===== config.mk =====
export PLATFORM = sky130hd
export DESIGN_NAME = btn_debouncer
export DESIGN_NICKNAME = d
export VERILOG_FILES = /design/src/rtl/btn_debouncer.sv
export SDC_FILE = /design/constraint.sdc
export NUM_CORES = 1
export LEC_CHECK = 0
export BUFFER_PORTS_ARGS = -buffer_cell sky130_fd_sc_hd__buf_2
export CAP_MARGIN = 15
export CORE_ASPECT_RATIO = 0.5
export CORE_UTILIZATION = 53
export CTS_CLUSTER_SIZE = 28
export DETAILED_ROUTE_END_ITERATION = 10
export PLACE_DENSITY_LB_ADDON = 0.08
export SETUP_SLACK_MARGIN = 0.1
export SYNTH_ARGS = -nofsm -noshare
export SYNTH_HDL_FRONTEND = slang
export SYNTH_SLANG_ARGS = --single-unit

===== constraint.sdc =====
create_clock -name i_clk -period 2 [get_ports i_clk]
set_input_delay 0.3 -clock i_clk [delete_from_list [all_inputs] [get_ports i_clk]]
set_output_delay 0.3 -clock i_clk [all_outputs]
set_load 0.01 [all_outputs]

===== src/rtl/btn_debouncer.sv =====
// Push-button conditioner: 2-FF synchroniser, shared prescaled tick, and per-bit
// interval debounce producing clean levels plus registered press/release/change strobes.
module btn_debouncer #(
  parameter int NIN    = 8,
  parameter int LGTICK = 16,
  parameter int NTICKS = 10
) (
  input  logic           i_clk,
  input  logic           i_reset_n,
  input  logic [NIN-1:0] i_btn,
  output logic [NIN-1:0] o_btn,
  output logic [NIN-1:0] o_press,
  output logic [NIN-1:0] o_release,
  output logic           o_change
);

  localparam int CW = (NTICKS > 1) ? $clog2(NTICKS) : 1;
  localparam logic [CW-1:0] CNT_LAST = CW'(NTICKS - 1);

  logic [NIN-1:0] meta_p0;
  logic [NIN-1:0] sync_p1;
  logic           tick;
  logic [CW-1:0]  cnt [NIN];
  logic [NIN-1:0] differ;
  logic [NIN-1:0] flip;

  // Stage p0/p1: two-flop synchroniser; nothing downstream looks at i_btn directly
  always_ff @(posedge i_clk or negedge i_reset_n) begin
    if (!i_reset_n) begin
      meta_p0 <= '0;
      sync_p1 <= '0;
    end else begin
      meta_p0 <= i_btn;
      sync_p1 <= meta_p0;
    end
  end

  generate
    if (LGTICK > 0) begin : g_prescale
      logic [LGTICK-1:0] pre;

      always_ff @(posedge i_clk or negedge i_reset_n) begin
        if (!i_reset_n) begin
          pre <= '0;
        end else begin
          pre <= pre + 1'b1;
        end
      end

      assign tick = &pre;
    end else begin : g_no_prescale
      assign tick = 1'b1;
    end
  endgenerate

  always_comb begin
    differ = sync_p1 ^ o_btn;
    flip   = '0;
    for (int i = 0; i < NIN; i++) begin
      flip[i] = differ[i] & tick & (cnt[i] == CNT_LAST);
    end
  end

  // Any agreeing cycle restarts the interval, so a bounce costs a full re-qualification
  always_ff @(posedge i_clk or negedge i_reset_n) begin
    if (!i_reset_n) begin
      for (int i = 0; i < NIN; i++) begin
        cnt[i] <= '0;
      end
    end else begin
      for (int i = 0; i < NIN; i++) begin
        if (!differ[i] || flip[i]) begin
          cnt[i] <= '0;
        end else if (tick) begin
          cnt[i] <= cnt[i] + 1'b1;
        end
      end
    end
  end

  // Stage p2: level and strobes registered together so they line up for the consumer
  always_ff @(posedge i_clk or negedge i_reset_n) begin
    if (!i_reset_n) begin
      o_btn     <= '0;
      o_press   <= '0;
      o_release <= '0;
      o_change  <= 1'b0;
    end else begin
      o_btn     <= o_btn ^ flip;
      o_press   <= flip & sync_p1;
      o_release <= flip & ~sync_p1;
      o_change  <= |flip;
    end
  end

endmodule


**After elaboration in Yosys (flattened, before gate mapping)**

Cells that the tools add are included.

- Bits in registers: 89
- Input bits: 10
- Output and inout bits: 25
- Word-level logic and storage cells: 95

- Add/sub/neg operators: 9
- Equality and inequality tests: 8
- Multiplexer cells: 16
- Bitwise operators: 21
- Reduce and logical (&&, ||, !) cells: 26

Operators by type and width:

| kind | count |
|---|---|
| $mux 4 | 16 |
| $add 4x1->4 const B | 8 |
| $eq 4x4->1 const B | 8 |
| $add 16x1->16 const B | 1 |
| $and 1x1->1 | 16 |
| $and 8x8->8 | 2 |
| $reduce_and 16->1 | 1 |
| $reduce_bool 2->1 | 8 |
| $xor 8x8->8 | 2 |
| $logic_not 1->1 | 8 |
| $logic_or 1x1->1 | 8 |
| $not 8->8 | 1 |
| $reduce_or 8->1 | 1 |

**Logic depth before layout (Yosys ltp)**

- Depth in word-level cells: 5
- Gate-level depth with buffers: 8
- Gate-level depth less buffers: 7

**Worst setup path after synthesis**

Ideal clock, no wire load.

- Kind: register -> register
- Start: reg g_prescale.pre[0]
- End: reg o_btn[3]
- Setup time: 0.125 ns
- Arrival: 1.979 ns
- Data required time: 1.875 ns
- Setup slack: -0.104 ns
- Cell stages (with the launch flop): 7
- Path buffers: 1
- Clock period less this slack: 2.104 ns
- Cell sequence: dfrtp_1 ha_1 nand2_1 or4_4 or3_1 buf_2 mux2_4

- Word-level cells in the longest chain between the ends: 4

Ends and longest elaborated chain:

| what | RTL line | text |
|---|---|---|
| from (decl) | 40 | `logic [LGTICK-1:0] pre;` |
| from (signal assigned) | 46 | `pre <= pre + 1'b1;` |
| $reduce_and 16->1 | 50 | `assign tick = &pre;` |
| $and 1x1->1 (2 in a row) | 60 | `flip[i] = differ[i] & tick & (cnt[i] == CNT_LAST);` |
| $xor 8x8->8 | 89 | `o_btn <= o_btn ^ flip;` |
| to (signal assigned) | 89 |  |
| to (decl) | 11 | `output logic [NIN-1:0] o_btn,` |

Every way passes these cells.
A chain may end at the register's enable or synchronous reset.

**Final worst setup path**

- Start: reg g_prescale.pre[0]
- End: reg cnt[3] in the netlist's numbering

- Word-level cells in the longest chain between the ends: 5
- Elaborated cells between the ends (all ways): 6
- Those cells by class: 1 x mux; 2 x bitwise; 3 x reduce/logical

Ends and longest elaborated chain:

| what | RTL line | text |
|---|---|---|
| $reduce_and 16->1 (*) | 50 |  |
| $and 1x1->1 (2 in a row) | 60 |  |
| $logic_or 1x1->1 | 72 | `if (!differ[i] \|\| flip[i]) begin` |
| $mux 4 / $reduce_bool 2->1 (equally long branches) | -- |  |
| to (signal, indexed assignment) | 75 | `cnt[i] <= cnt[i] + 1'b1;` |
| to (decl) | 23 | `logic [CW-1:0] cnt [NIN];` |

Every way passes the cells marked *; elsewhere a longest branch is shown, timed or not.

==> results.md <==
- Status: complete, but fails checks
- Violated checks: setup timing
- Max Transition Viols Final: 0
- Placed cells: 472
- Main synth FF type: dfrtp_1
- Max Cap Viol: 0
- Worst setup EP type: register
- Remaining Overflow, GRT: 0
- First-pass GRT wire length: 12320 um
- PnR worst setup slack: -64.75 ps
- Pwr/cell area: 706.9 nW/um^2
- Reg2Reg Depth: 8
- # DRC: 0
- PortBufs: 34
- Minimum clock period: 2065 ps
- Leak: 0.002313 uW
- Layout area overhead: 27.08%
- Count leader, synth: dfrtp_1
- Measured slew at the worst slew-check pin: 771.2 ps
- Total track usage: 22.25%
- Final setup viols: 10
- Routed wire per std cell: 15.87 um
- WS Path Type: register to register
- Synth cell types: 38
- Fraction of layout cells with a size suffix above 1: 28.29%
- Ports: 35
- Clock latency on the worst-skew pair: 340 ps
- Yosys warns: 0
- Clock Skew: 4.614 ps
- Non-filler cells, final: 502
- Antenna diode count: 0
- Max H-tree Level: 3
- Post-synthesis cell type with the largest combined area: dfrtp_1
- Ranking of synthesized cells by area: dfrtp_1 58%, ha_1 5.6%, xnor2_1 5.5%, nand2_1 2.9%, a21oi_1 2.4%
- Final worst-path cycle share: 103.2%
- Initial antenna violation count: 0
- Slew HR: 48.19%
- Nets@finish: 434
- CTS Buffer Depth: 2
- Site row count: 21
- Pwr Total: 3428 uW
- Worst min path class: primary input to register
- Routability cong.: 0.7978
- CP max FO: 6
- Die Y: 62 um
- Routed Antenna Nets: 0
- Initial Util: 55.86%
- Die width: 122 um
- Cell count after synthesis: 330
- Hold path depth: 1
- Pre-Repair DR Iteration Count: 4
- Ys async rst share: 100.0%
- Via density: 5.540
- Register clock-pin slew on the reported worst setup and hold paths: 60 ps
- RSZ-0062 raised after global routing: yes
- Drt initial violations: 167
- WL final: 7965 um
- Syn Nets: 357
- Clock root buffer: clkbuf_16
- Peak supply drop: 0.0004908 V
- HPWL Detailed: 4961 um
- Synth top area share: 58.36%
- Die area: 7564 um^2
- TritonCTS Sinks: 89
- Num CTS Buffers: 9
- Highest Clock Rate: 484.3 MHz
- DR vias: 2781
- Synth top cells by count: 89 x dfrtp_1, 29 x nand2_1, 24 x xnor2_1
- Register bit total from synthesis: 89
- Pre-CTS WS: -66.23 ps
- Critical Path RT: 2240 ps
- CTS tree: yes
- Largest net degree at the start of global routing: 45
- Synth Cell Area: 3816 um^2
- CP arrival: 2300 ps
- Vias in the first global route: 2659
- Post-synthesis sequential area ratio: 58.36%
- Core area: 6832 um^2
- Avg Inst Size Synth: 11.56 um^2
- Startpoint Class: register
- Final hold violation count: 0
- Post-synth EDFFs: 0
where the power goes:
part | switching [uW] | total [uW] | internal [uW] | leakage [uW]
Clock | 626 | 1520 | 897 | 0.000129
Sequential | 10.3 | 1830 | 1820 | 0.00119
Combinational | 52.1 | 77.5 | 25.4 | 0.000992
path summary, 6_finish.rpt:
path,to,slack (ps),startpoint
setup / recovery,cnt[3]$_DFFE_PN0P_,-60,g_prescale.pre[0]$_DFF_PN0_
hold / removal,meta_p0[4]$_DFF_PN0_,60,i_btn[4]
setup reg to reg,cnt[3]$_DFFE_PN0P_,-60,g_prescale.pre[0]$_DFF_PN0_
hold reg to reg,sync_p1[1]$_DFF_PN0_,350,meta_p0[1]$_DFF_PN0_
max in group asynchronous,g_prescale.pre[2]$_DFF_PN0_,940,i_reset_n
min in group asynchronous,cnt[22]$_DFFE_PN0P_,460,i_reset_n
per-stage QoR:
stage               util (%)  setup TNS [ps]  area, um^2  hold WS (ps)
CTS                    68.15               0        4656         54.19
global placement       62.91               0        4298         271.9
finish                 70.99          -347.5        4850         62.28
global route           70.99           -1968        4850         46.33
detailed placement     62.91          -93.33        4298         286.3
floorplan                  -               0        3837         4.409
cell usage in the layout, fill, tap and decap left out, types with 4 or more instances in the layout:
cell / instances
xor2_1: 7
inv_1: 16
nand4_1: 4
a311oi_1: 4
nand2_1: 26
nor2_1: 18
a41oi_2: 7
nand3_1: 10
a31o_2: 7
clkbuf_16: 9
xnor2_1: 24
and2_1: 4
or3_1: 10
dfrtp_1: 89
nor3_1: 11
a21o_1: 5
ha_1: 16
o21ai_0: 6
buf_4: 30
a21oi_1: 17
and3_1: 4
or4_1: 6
buf_2: 33
routing by layer:
layer | part of all wire, % | GRT usage, %
met1 | 44 | 26.60
met2 | 51 | 38.10
met3 | 4.0 | 8.029
met4 | 1.2 | 8.466
met5 | 0 | 0
logic make-up (layout without fill, tap and decap cells):
logic type	Yosys count	in the layout	share of synthesized area (%)
and+or+nand+nor	115	115	16.33
DFF	89	89	58.36
AOI/OAI and AO/OA	53	53	9.541
xor gates and xnor gates	31	31	7.115
buffers and inverters	23	103	2.394
adders and majority gates	17	17	5.574
muxes	2	2	0.6884
cell type report:
cell class | instances | area [um^2]
tap | 92 | 115.1
inverter | 16 | 60.06
fill | 469 | 1982
clock buffer | 14 | 264.0
multi-input combinational | 218 | 1632
sequential | 89 | 2227
timing repair buffer | 73 | 551.8
registers in the layout (all words and copies together) (netlist names):
register	flops
o_press	8
o_release	8
sync_p1	8
cnt	32
o_btn	8
g_prescale.pre	16
meta_p0	8
o_change	1
what timing repair did:
item | in CTS | in global routing
gates resized for setup | 2 | 29
gates cloned | 1 | 0
setup endpoints to repair | 16 | 45
setup buffers | 5 | 10
hold endpoints to repair | 33 | 0
pin swaps | 4 | 20
hold buffers | 1 | 0
critical path, stage by stage, from the launching register on:
cell and delay, ps:
dfrtp_1 400, ha_4 170, nand2_4 50, or4_4 580
nor2_4 140, buf_12 140, buf_8 110, a41oi_2 100
a311oi_2 270
No activity file was read; power rests on OpenSTA's default activity.
